`src/rtl/hazard_scoreboard.sv`:
```
// Decode-stage hazard scoreboard: per-register result-latency counters for RAW interlocks
// and a DIV_CYCLES-long divider occupancy FSM that guards HI/LO readers and back-to-back divides.
module hazard_scoreboard #(
    parameter int NREG       = 32,
    parameter int RAW        = 5,
    parameter int MAX_LAT    = 7,
    parameter int FWD_LAT    = 1,
    parameter int DIV_CYCLES = 34,
    localparam int CW        = $clog2(MAX_LAT + 1)
) (
    input  logic           clk,
    input  logic           rst,
    input  logic           issueD,
    input  logic [RAW-1:0] rsD,
    input  logic [RAW-1:0] rtD,
    input  logic           use_rsD,
    input  logic           use_rtD,
    input  logic [RAW-1:0] dstD,
    input  logic           regwriteD,
    input  logic [CW-1:0]  latD,
    input  logic           divD,
    input  logic           hiloreadD,
    input  logic           flush_all,
    output logic           stallF,
    output logic           stallD,
    output logic           flushE,
    output logic           div_busy,
    output logic           hilo_valid,
    output logic [31:0]    stall_count
);

    localparam int DCW = (DIV_CYCLES > 2) ? $clog2(DIV_CYCLES) : 1;

    typedef enum logic [1:0] {IDLE, BUSY, DONE} div_state_e;

    div_state_e     state_q;
    logic [DCW-1:0] divcnt_q;
    logic [CW-1:0]  cnt_q [NREG];
    logic [CW-1:0]  cnt_d [NREG];
    logic [31:0]    stall_cnt_q;
    logic [31:0]    stall_cnt_d;
    logic           raw_stall;
    logic           div_stall;
    logic           stall;
    logic           accept;
    logic           load;

    function automatic logic [31:0] sat_inc(input logic [31:0] v);
        return (v == 32'hFFFF_FFFF) ? v : v + 32'd1;
    endfunction

    always_comb begin
        raw_stall = issueD & ((use_rsD & (cnt_q[rsD] > CW'(FWD_LAT))) |
                              (use_rtD & (cnt_q[rtD] > CW'(FWD_LAT))));
        div_stall = issueD & div_busy & (divD | hiloreadD);
        // A flush discards the instruction in decode, so it must never be held.
        stall     = (raw_stall | div_stall) & ~flush_all;
        accept    = issueD & ~stall & ~flush_all;
        load      = accept & regwriteD & (dstD != '0);
    end

    assign stallF      = stall;
    assign stallD      = stall;
    assign flushE      = stall;
    assign div_busy    = (state_q == BUSY);
    assign hilo_valid  = (state_q == DONE) & ~flush_all;
    assign stall_count = stall_cnt_q;

    always_comb begin
        for (int r = 0; r < NREG; r++) begin
            cnt_d[r] = cnt_q[r];
            if (r == 0 || flush_all) begin
                cnt_d[r] = '0;
            end else if (load && dstD == RAW'(r)) begin
                cnt_d[r] = latD;
            end else if (cnt_q[r] != '0) begin
                cnt_d[r] = cnt_q[r] - CW'(1);
            end
        end
    end

    always_comb begin
        stall_cnt_d = stall ? sat_inc(stall_cnt_q) : stall_cnt_q;
    end

    always_ff @(posedge clk) begin
        if (rst) begin
            for (int r = 0; r < NREG; r++) begin
                cnt_q[r] <= '0;
            end
            stall_cnt_q <= '0;
        end else begin
            cnt_q       <= cnt_d;
            stall_cnt_q <= stall_cnt_d;
        end
    end

    // Divider occupancy: BUSY lasts DIV_CYCLES cycles, DONE is the single commit cycle.
    always_ff @(posedge clk) begin
        if (rst || flush_all) begin
            state_q  <= IDLE;
            divcnt_q <= '0;
        end else begin
            case (state_q)
                IDLE: begin
                    if (accept && divD) begin
                        state_q  <= BUSY;
                        divcnt_q <= DCW'(DIV_CYCLES - 1);
                    end
                end
                BUSY: begin
                    if (divcnt_q == '0) begin
                        state_q <= DONE;
                    end else begin
                        divcnt_q <= divcnt_q - DCW'(1);
                    end
                end
                DONE: begin
                    if (accept && divD) begin
                        state_q  <= BUSY;
                        divcnt_q <= DCW'(DIV_CYCLES - 1);
                    end else begin
                        state_q <= IDLE;
                    end
                end
                default: begin
                    state_q  <= IDLE;
                    divcnt_q <= '0;
                end
            endcase
        end
    end

endmodule

```
`config.mk`:
```
export PLATFORM = sky130hd
export DESIGN_NAME = hazard_scoreboard
export DESIGN_NICKNAME = d
export VERILOG_FILES = /design/src/rtl/hazard_scoreboard.sv
export SDC_FILE = /design/constraint.sdc
export NUM_CORES = 1
export LEC_CHECK = 0
export CORE_ASPECT_RATIO = 0.75
export CORE_MARGIN = 5
export CORE_UTILIZATION = 55
export DETAILED_ROUTE_END_ITERATION = 16
export HOLD_SLACK_MARGIN = 0.12
export PLACE_DENSITY = 0.82
export SLEW_MARGIN = 15
export SYNTH_ARGS = -nofsm -noshare
export SYNTH_HDL_FRONTEND = slang
export SYNTH_SLANG_ARGS = --single-unit
```
`constraint.sdc`:
```
create_clock -name clk -period 3.5 [get_ports clk]
set_clock_uncertainty 0.15 [all_clocks]
set_input_delay 0.7 -clock clk [delete_from_list [all_inputs] [get_ports clk]]
set_output_delay 0.7 -clock clk [all_outputs]
set_load 0.05 [all_outputs]
```
Word level (Yosys, flattened, before mapping). Index checks and enable logic that the tools add are counted.

Eq/ne operators: 38. Magnitude comparators: 4. $add $sub $neg: 33. Reduce and logical (&&, ||, !) cells: 103. Multiplexer cells: 75. Bitwise logic cells: 19. Shift operators: 0. Divide/modulo/power cells: 0. $mul: 0.

Operators by type and width (number): $mux W3 (66); $reduce_bool A3 Y1 (31); $sub A3 B1 Y3 const B (31); $eq A5 B5 Y1 const B (16); $reduce_bool A2 Y1 (31); $eq A5 B4 Y1 const B (8); $add A32 B1 Y32 const B (1); $eq A32 B32 Y1 const B (1); $logic_and A1 B1 Y1 (32); $bmux W3 S5 (2); $eq A5 B3 Y1 const B (4); $ge A6 B6 Y1 const B (2); $mux W6 (2); $not A5 Y6 (2); $pmux W6 S2 (1); $and A1 B1 Y1 (11); $eq A5 B2 Y1 const B (2); $gt A3 B1 Y1 const B (2); $logic_not A6 Y1 (1); $pmux W2 S3 (1); $reduce_and A2 Y1 (3); $sub A6 B1 Y6 const B (1); $eq A5 B1 Y1 const B (1); $reduce_bool A5 Y1 (1); other kinds (11) (19).

Logic and storage cells: 306. Bits in latches: 0. RAM bits: 0. Bits in read-only memories: 0. Input port bits: 27. Output and inout port bits: 37. Bits in registers: 133. Memories: 0.

Depth between registers and ports, before layout. Gate-level depths: netlist (run 1).

Depth in word-level cells: 17. Mapped depth: 11. Gate-level depth less buffers: 7.

Worst setup path after synthesis (run 1). No wires, ideal clock.

Path type: input-to-output. Start: input rtD[2]. End: output stallD. Data required time: 2650 ps. Buffers on the path: 4. Stages: 9. Arrival: 3329 ps. Slack: -679 ps. Cells stage by stage: buf_2 mux4_2 mux2_2 a32o_1 and4_4 buf_4 clkbuf_1 nor2_1 buf_4.

Word-level cells in the longest chain between the ends: 10.

RTL lines: start: declaration (RTL line 15) `input logic [RAW-1:0] rtD,`; $not A5 Y6 (not written as such) (RTL line 54) `(use_rtD & (cnt_q[rtD] > CW'(FWD_LAT))));`; $bmux W3 S5 (RTL line 54); $mux W3 (not written as such) (2 in series) (RTL line 54); $gt A3 B1 Y1 (RTL line 54); $and A1 B1 Y1 (RTL line 54); $or A1 B1 Y1 (RTL line 53) `raw_stall = issueD & ((use_rsD & (cnt_q[rsD] > CW'(FWD_LAT))) |`; $and A1 B1 Y1 (RTL line 53); $or A1 B1 Y1 (RTL line 57) `stall = (raw_stall | div_stall) & ~flush_all;`; $and A1 B1 Y1 (RTL line 57); end: declaration (RTL line 25) `output logic stallD,`.

No other way between the ends. The select of a mux whose other input is x is not followed.

Final worst setup path (run 1).
Start: input rsD[0]. End: output stallF.

Word-level cells in the longest chain between the ends: 10.

RTL lines: start: declaration (RTL line 14) `input logic [RAW-1:0] rsD,`; $not A5 Y6 (not written as such) (RTL line 53); $bmux W3 S5 (RTL line 53); $mux W3 (not written as such) (2 in series) (RTL line 53); $gt A3 B1 Y1 (RTL line 53); $and A1 B1 Y1 (RTL line 53); $or A1 B1 Y1 (RTL line 53); $and A1 B1 Y1 (RTL line 53); $or A1 B1 Y1 (RTL line 57); $and A1 B1 Y1 (RTL line 57); end: declaration (RTL line 24) `output logic stallF,`.

No other way between the ends. The select of a mux whose other input is x is not followed.

==> impl_metrics.py, run 1 <==
metrics = {
    "clock_network": {
        "cts_max_level": 4,
        "cts_tree": "built",
        "clk_pin_slew_ns": 0.06,
        "cts_made_buffers": 17,
        "clock_latency_ns": 0.42,
        "clock-sinks": 133,
        "clock_path_buffers": 2,
        "cts-root-buf": "clkbuf_16",
    },
    "outcome": {
        "outcome": "completed",
    },
    "placed_design": {
        "placed_area_sq_um": 9617,
        "routabilityCongestion": 0.9522,
        "io_buffers": 63,
        "hpwl_mm": 15.52,
    },
    "timing": {
        "maxSlewViolCount": 0,
        "fin_crit_ns": 3.459,
        "hold_violations": 0,
        "timing.fmax_mhz": 289.1,
        "rsz0062_at_grt": "false",
        "setup_viol": 0,
        "holdWs_ns": 0.3502,
        "period_share_pct": 98.83,
        "tightestPinTransition_ns": 0.8460,
        "slew_headroom_pct": 43.48,
    },
    "layout": {
        "postLayoutCellArea_sq_um": 10400,
        "antennaDiodeCount": 0,
        "area_growth_pct": 19.64,
        "layout.nets": 1207,
        "layout-drive-gt1-share_pct": 12.22,
        "fill_cells": 1168,
    },
    "synthesis": {
        "synth_edf_count": 0,
        "syn-num-nets": 1141,
        "synth.largest_area_cell": "dfxtp_1",
        "syn-cell-area_sq_um": 8695,
        "ys_types": 55,
        "synth.most_common_cell": "nand2_1",
        "synth_ff_type": "dfxtp_1",
        "yosys_warnings": 0,
        "avgSynthCellArea_sq_um": 8.281,
        "yosys-top-cells-count": "nand2_1, dfxtp_1, mux2i_1, nor2_1, inv_1",
        "async_reset_ff_share_pct": 0,
        "ys_seq_elements": 133,
        "ys_top_cells_by_area": "dfxtp_1, mux2i_1, ha_1",
        "synth_top_area_share_pct": 30.62,
        "synthCells": 1050,
        "ys_seq_area_share_pct": 30.62,
    },
    "routing": {
        "postRouteAntennaNets": 0,
        "wl_per_cell_um": 16.51,
        "drt_iter0_drc": 746,
        "first_pass_iters": 5,
        "vias": 7799,
        "drt_wl_total_mm": 22.03,
        "viasPerCell": 5.846,
        "drc": 0,
    },
    "worst_setup_path": {
        "start_kind": "input pin",
        "critical_path_class": "input pin to output port",
        "worstPathMaxFanout": 8,
        "crit_arrival_ns": 2.61,
        "rr_worst_depth": 10,
        "worstPathRequired_ns": 2.65,
        "cp-end-kind": "output port",
    },
    "hold_path": {
        "hold_class": "register to register",
        "min_path_cells": 2,
    },
    "grt": {
        "grt_first_pass_wirelength_mm": 36.41,
        "grt_use_total_pct": 23.93,
        "grt_pass1_vias": 7368,
        "grt_max_degree": 44,
        "grt-ovfl-total": 0,
        "antenna_found_initial": 0,
    },
    "die": {
        "start_util_pct": 56.56,
        "dieHeight_um": 118.9,
        "coreArea_sq_um": 15370,
        "fp.dieArea_sq_um": 18450,
        "fp-row-count": 39,
        "fp.dieW_um": 155.2,
        "io_pins": 64,
    },
    "power": {
        "power.density_nw_per_um2": 368.5,
        "ir_worst_vdd_mv": 0.3491,
        "total_leakage_power_nw": 4.375,
    },
    "run": {
        "maxCapViolations": 0,
    },
}
layout make-up:
cell class	instances	area [sq um]	area share, %
clock buffer	18	439.2	4.222
clock inverter	14	207.7	1.997
inverter	70	262.8	2.526
multi-input combinational	794	5597	53.80
sequential	133	2663	25.60
tap	205	256.5	2.466
timing repair buffer	100	977.2	9.394
power by group:
part | switching, mW | internal, mW
Combinational | 0.207 | 0.138
Clock | 0.678 | 1.28
Sequential | 0.00965 | 1.52
critical path, cell delays in order:
cell	delay, ns
clkdlybuf4s15_2	0.24
bufbuf_16	0.30
nor3_4	0.12
a21oi_1	0.07
mux4_2	0.49
o221ai_2	0.15
and4_4	0.29
nor2_4	0.07
buf_6	0.18
stage by stage:
step / total power [mW] / utilization (%) / std cells / worst slack, ns / TNS [ns]
6_report: 3.834 / 67.68 / 1334 / 0.04080 / 0
5_1_grt: 3.960 / 67.68 / 1334 / 0.01222 / 0
4_1_cts: 3.849 / 67.26 / 1333 / 0.04355 / 0
3_5_place_dp: 1.885 / 62.56 / 1297 / -0.2169 / -16.77
3_3_place_gp: 1.879 / 62.56 / 1297 / -0.1508 / -10.55
2_1_floorplan: 1.781 / - / 1050 / -0.03859 / -0.07719
sequential cells by signal, indices dropped and copies added, names as in the netlist:
| signal | cells |
|---|---|
| state_q | 2 |
| stall_count | 32 |
| divcnt_q | 6 |
| cnt_q | 93 |
routing by layer:
| layer | GRT usage (%) | vias to the layer above | wire [um] |
|---|---|---|---|
| li1 | - | 3784 | - |
| met1 | 32.08 | 3678 | 9693 |
| met2 | 38.46 | 276 | 10200 |
| met3 | 5.112 | 61 | 1493 |
| met4 | 8.201 | 0 | 640 |
| met5 | 0 | - | 0 |
final timing paths:
| kind | startpoint | to | slack (ns) |
|---|---|---|---|
| worst max-delay path | rsD[0] | stallF | 0.04 |
| worst min-delay path | stall_count[27] | stall_count[27] | 0.35 |
| worst max register to register | cnt_q[4] | stall_count[31] | 0.47 |
| worst min register to register | stall_count[27] | stall_count[27] | 0.35 |
cell usage in the layout, fill, tap and decap left out, drive strengths merged, types with 33 or more instances in the layout:
cell type and count:
mux2 40, clkdlybuf4s50 53, ha 64, inv 70, nor2 81, buf 40
a21oi 33, dfxtp 133, mux2i 95, o21ai 55, nand2 143, nand3 33
nor2b 47
what timing repair did:
item	in CTS	in global routing
resized for setup	11	13
hold buffers	0	0
setup buffers	3	1
gates cloned	1	0
pin swaps	2	5
setup endpoints to repair	3	3
logic make-up (layout without fill, tap and decap cells):
kind of cell	count (synthesis)	count (layout)	synth area share [%]
buffers and inverters	123	202	5.771
adders and majority gates	64	64	9.210
DFF	133	133	30.62
muxes	143	143	18.19
xor gates and xnor gates	31	31	3.123
and+or+nand+nor	434	434	24.69
AOI/OAI and AO/OA	122	122	8.390
Power figures use the tool's default switching activity.
==> run 2, diff against run 1 <==
==> constraint.sdc (replaced) <==
create_clock -name clk -period 3.5 [get_ports clk]
set_clock_uncertainty 0.15 [all_clocks]
set_input_delay 0.525 -clock clk [delete_from_list [all_inputs] [get_ports clk]]
set_output_delay 0.525 -clock clk [all_outputs]
set_load 0.05 [all_outputs]
==> run 2 against run 1 <==
Critical path depth stayed put. Design area decreased by 2.3%. Core utilization fell by 1.5 points. Non-clock buffer count is 9 lower. Sequential power barely moved. Count of clock-buffer cells in the layout increased by 4. Routed wire length is 1.3% lower. Global-route usage is 0.098 points lower.
==> impl_metrics.py, run 2 (synthesis gave the netlist of run 1 again) <==
metrics = {
    "worst_setup_path": {
        "path_buf_inv": 3,
        "start_kind": "input pin",
        "critical_path_class": "input pin to output port",
        "max_stage_delay_ns": 0.50,
        "worstPathMaxFanout": 18,
        "timing.rr.end": "stall_count[9]",
        "r2r-start": "cnt_q[2]",
        "rr_worst_depth": 9,
        "cp_cell_sequence": "clkdlybuf4s50_1 > buf_12 > or3b_2 > a41oi_1 > o211ai_1 > o2111ai_1 > and4_4 > nor2_4 > buf_4",
        "worstPathRequired_ns": 2.82,
        "crit_arrival_ns": 2.72,
        "critPathTopFamily": "buffers and inverters",
        "cp-end-kind": "output port",
        "rrSetupSlack_ns": 0.62,
        "critPathSlowestCell": "clkdlybuf4s50_1",
    },
    "hold_path": {
        "hold_start": "stall_count[31]",
        "holdPathEnd": "stall_count[31]",
        "hold_class": "register to register",
        "min_path_cells": 2,
    },
    "clock_network": {
        "hold_buffers": 0,
        "clk_pin_slew_ns": 0.05,
        "clock_path_buffers": 2,
        "clock-sinks": 133,
        "cts-root-buf": "clkbuf_16",
        "cts_made_buffers": 17,
        "cts_max_level": 4,
        "clock_latency_ns": 0.43,
        "cts_tree": "built",
    },
    "layout": {
        "top_register": "cnt_q",
        "largest_reg_flops": 93,
        "final_cell_mix": "nand2_1, dfxtp_1, mux2i_1",
        "layout.cells.most_common": "nand2_1",
        "fill_cells": 1241,
        "layout.nets": 1198,
        "area_growth_pct": 16.92,
        "layout-drive-gt1-share_pct": 10.37,
        "antennaDiodeCount": 0,
    },
    "power": {
        "total_leakage_power_nw": 4.229,
        "ir_worst_vdd_mv": 0.3497,
        "power.density_nw_per_um2": 355.1,
    },
    "grt": {
        "grt_first_pass_wirelength_mm": 36.25,
        "grt_use_total_pct": 23.83,
        "grt-ovfl-total": 0,
        "grt_pass1_vias": 7269,
        "grt_max_degree": 55,
        "antenna_found_initial": 0,
    },
    "timing": {
        "tightestPinTransition_ns": 0.8656,
        "rsz0062_at_grt": "false",
        "hold_violations": 0,
        "setup_viol": 0,
        "fin_setup_tns_ns": 0,
        "period_share_pct": 97.10,
        "maxSlewViolCount": 0,
        "fin_crit_ns": 3.399,
        "setup_ws_ns": 0.1014,
        "slew_headroom_pct": 42.18,
        "timing.fmax_mhz": 294.2,
    },
    "placed_design": {
        "dp_slack_ns": 0.04000,
        "routabilityCongestion": 0.9684,
        "hpwl_mm": 15.30,
        "io_buffers": 63,
    },
    "routing": {
        "met2_length_mm": 10.06,
        "highest_layer": "met4",
        "wl_met3_mm": 1.311,
        "postRouteAntennaNets": 0,
        "drt_iter0_drc": 763,
        "vias": 7706,
        "met1_length_mm": 9.909,
        "wl_per_cell_um": 16.42,
        "viasPerCell": 5.820,
        "first_pass_iters": 5,
        "drt_wl_total_mm": 21.75,
        "drc": 0,
    },
    "die": {
        "io_pins": 64,
        "dieHeight_um": 118.9,
        "start_util_pct": 56.56,
        "fp-row-count": 39,
        "coreArea_sq_um": 15370,
        "fp.dieW_um": 155.2,
        "fp.dieArea_sq_um": 18450,
    },
    "outcome": {
        "outcome": "completed",
    },
    "run": {
        "maxCapViolations": 0,
    },
}
==> run 2: stage by stage <==
step	power (mW)	hold WS [ns]	utilization (%)	std cells	cell area, sq um
after floorplan	1.773	0.3595	-	1050	8702
after global placement	1.878	0.3361	62.34	1291	9583
after detailed placement	1.884	0.3459	62.34	1291	9583
after CTS	3.618	0.3526	66.04	1322	10150
after global routing	3.721	0.3860	66.14	1324	10170
final	3.610	0.3555	66.14	1324	10170
==> run 2: worst reg2reg max path, delay by kind of cell, from the launching register on <==
kind	cells	cell delay (ns)
buf+inv	2	0.37
compound gates	1	0.21
simple gates	3	0.57
mux	3	1.11
flops	1	0.37
==> run 2: area by class of cell <==
cell class | instances | area [sq um] | share of cell area [%]
repair buffers | 91 | 870.8 | 8.566
flip-flops and latches | 133 | 2663 | 26.19
inverters | 70 | 262.8 | 2.585
multi-input cells | 794 | 5545 | 54.55
clock buffers | 22 | 464.2 | 4.566
clock inverters | 9 | 103.9 | 1.022
well taps | 205 | 256.5 | 2.523
==> run 2: repair_timing <==
action                                  CTS  global route
resized for setup                         0             0
buffers inserted                          0             2
endpoints found under the setup margin    0             3
==> run 2: routing by layer <==
| metal | GRT usage [%] | vias up |
|---|---|---|
| met5 | 0 | - |
| li1 | - | 3754 |
| met1 | 32.23 | 3648 |
| met3 | 5.004 | 50 |
| met2 | 38.33 | 254 |
| met4 | 7.600 | 0 |
==> run 2: worst max path at each step <==
| stage | startpoint | endpoint | slack (ns) | cells past startpoint |
|---|---|---|---|---|
| 6_report | rsD[0] | stallD | 0.10 | 9 |
| 5_1_grt | rtD[1] | stallF | 0.01 | 9 |
| 4_1_cts | rsD[0] | stallD | 0.07 | 9 |
| 3_5_place_dp | rsD[0] | cnt_q[21] | 0.04 | 10 |
| 3_3_place_gp | rsD[0] | stallF | 0.12 | 9 |
| 2_1_floorplan | rtD[2] | stallD | 0.14 | 9 |
==> run 2: power by group <==
part	internal [mW]	switching [mW]	total, mW
Clock	1.08	0.668	1.74
Combinational	0.131	0.202	0.332
Sequential	1.52	0.00922	1.53
==> run 3, diff against run 2 <==
CELL_PAD_IN_SITES_DETAIL_PLACEMENT = 1   (was default)
CELL_PAD_IN_SITES_GLOBAL_PLACEMENT = 1   (was default)
CORE_UTILIZATION = 45   (was 55)
PLACE_DENSITY = 0.87   (was 0.82)
==> run 3 against run 2 <==
Sequential power barely moved. Combinational power rose by 8.1%. Clock power rose by 11%. Count of clock-buffer cells in the layout fell by 5. Cell count rose by 3.8%. Die area rose by 20%. Maximum frequency fell by 1.3%. Global-route usage rose by 1.2 points. Routed wire length rose by 24%. Flip-flop and latch count did not move. Hold slack improved by 0.013 ns. Register-to-register slack got worse by 0.13 ns.
==> impl_metrics.py, run 3 (synthesis gave the netlist of run 1 again) <==
metrics = {
    "routing": {
        "wl_per_cell_um": 19.65,
        "first_pass_iters": 7,
        "drt_iter0_drc": 553,
        "postRouteAntennaNets": 0,
        "drt_wl_total_mm": 27.00,
        "vias": 7966,
        "drc": 0,
        "viasPerCell": 5.798,
    },
    "grt": {
        "grt_pass1_vias": 8519,
        "antenna_found_initial": 0,
        "grt_first_pass_wirelength_mm": 44.58,
        "grt_max_degree": 60,
        "grt-ovfl-total": 0,
        "grt_use_total_pct": 25.01,
    },
    "power": {
        "power.density_nw_per_um2": 371.5,
        "switchingPower_mw": 0.9735,
        "seqPwrFrac_pct": 40.0,
        "power.share.clock_pct": 50.6,
        "intPower_mw": 2.858,
        "total_leakage_power_nw": 4.285,
        "p_comb_share_pct": 9.4,
        "ir_worst_vdd_mv": 0.2425,
        "swShare_pct": 25.41,
    },
    "die": {
        "start_util_pct": 45.38,
        "dieHeight_um": 130.4,
        "fp.dieW_um": 170.5,
        "fp-row-count": 44,
        "io_pins": 64,
        "fp.dieArea_sq_um": 22230,
        "coreArea_sq_um": 19160,
    },
    "worst_setup_path": {
        "cp-end-kind": "output port",
        "crit_arrival_ns": 2.77,
        "worstPathMaxFanout": 18,
        "max_stage_delay_ns": 0.52,
        "rrSetupSlack_ns": 0.49,
        "critPathSlowestCell": "mux4_2",
        "start_kind": "input pin",
        "cp_cell_sequence": "clkdlybuf4s50_1 > buf_12 > nor3_1 > a21oi_1 > mux4_2 > o221ai_1 > and4_4 > nor2_4 > buf_4",
        "worstPathRequired_ns": 2.82,
        "critical_path_class": "input pin to output port",
    },
    "clock_network": {
        "cts_max_level": 4,
        "clk_pin_slew_ns": 0.06,
        "cts_tree": "built",
        "cts_made_buffers": 17,
        "clock_path_buffers": 2,
        "clock-sinks": 133,
        "cts-root-buf": "clkbuf_16",
        "clock_latency_ns": 0.42,
    },
    "layout": {
        "instances_no_fill": 1374,
        "layout-drive-gt1-share_pct": 10.79,
        "layout.nets": 1199,
        "largest_reg_flops": 93,
        "area_growth_pct": 18.62,
        "layout.cells.most_common": "nand2_1",
        "antennaDiodeCount": 0,
        "top_register": "cnt_q",
        "final_cell_mix": "nand2_1, dfxtp_1, mux2i_1",
    },
    "timing": {
        "setup_viol": 0,
        "fin_crit_ns": 3.445,
        "tightestPinTransition_ns": 0.9772,
        "fin_setup_tns_ns": 0,
        "maxSlewViolCount": 0,
        "setup_ws_ns": 0.05546,
        "hold_violations": 0,
        "slew_headroom_pct": 34.72,
        "rsz0062_at_grt": "false",
        "period_share_pct": 98.42,
        "timing.fmax_mhz": 290.3,
    },
    "hold_path": {
        "hold_class": "register to register",
    },
    "run": {
        "maxCapViolations": 0,
    },
    "outcome": {
        "outcome": "completed",
    },
    "placed_design": {
        "dp_slack_ns": -0.06021,
        "io_buffers": 63,
        "hpwl_mm": 18.64,
        "routabilityCongestion": 0.9311,
        "placed_cells": 1341,
    },
}
run 3: cell count changes in the layout (fill, tap and decap cells not counted), sizes merged:
cell and change:
buf +1, dlymetal6s2s +2, clkbuf -5, clkinv -1, clkdlybuf4s50 -2, inv +4
bufinv +2, clkinvlp +1
run 3: layout make-up:
cell class / count / area, sq um
Fill cell: 2280 / 8845
Multi-Input combinational cell: 794 / 5545
Sequential cell: 133 / 2663
Timing Repair Buffer: 92 / 899.6
Clock buffer: 17 / 425.4
Tap cell: 253 / 316.6
Inverter: 70 / 262.8
Clock inverter: 15 / 201.4
run 3: power groups by stage:
stage               combinational (mW)  clock [mW]  sequential, mW
floorplan                        0.207           0            1.57
global placement                 0.332           0            1.57
detailed placement               0.345           0            1.57
CTS                              0.350        1.97            1.53
global route                     0.384        2.04            1.53
finish                           0.359        1.94            1.53
run 3: per-stage QoR:
stage | util, % | hold slack (ns) | total power, mW | instance area, sq um
2_1_floorplan | - | 0.3595 | 1.773 | 8702
3_3_place_gp | 50.48 | 0.3396 | 1.898 | 9671
3_5_place_dp | 50.48 | 0.3380 | 1.911 | 9671
4_1_cts | 53.75 | 0.3681 | 3.849 | 10300
5_1_grt | 53.83 | 0.3950 | 3.955 | 10310
6_report | 53.83 | 0.3683 | 3.832 | 10310
run 3: per-layer routing:
metal | up-vias | GRT usage (%) | share of wire (%)
li1 | 3754 | - | -
met1 | 3972 | 31.31 | 45
met2 | 182 | 43.22 | 49
met3 | 58 | 5.083 | 4.3
met4 | 0 | 8.779 | 2.3
met5 | - | 0 | 0
run 3: worst paths after layout:
check                  start               to  cells after the start
max                   rsD[0]           flushE                      9
min          stall_count[31]  stall_count[31]                      2
min reg2reg  stall_count[31]  stall_count[31]                      2
max reg2reg   stall_count[3]  stall_count[27]                      7
run 3: worst max-delay path: cells and delay by family:
kind,cells,cell delay (ns)
AO/OA/AOI/OAI,2,0.28
buffers and inverters,3,0.82
AND/OR/NAND/NOR,3,0.61
multiplexers,1,0.52
run 3: timing repair:
action,in CTS,in global routing
endpoints found under the setup margin,0,3
hold endpoints to repair,0,0
resized for setup,0,3
hold buffers,0,0
buffers inserted,0,1
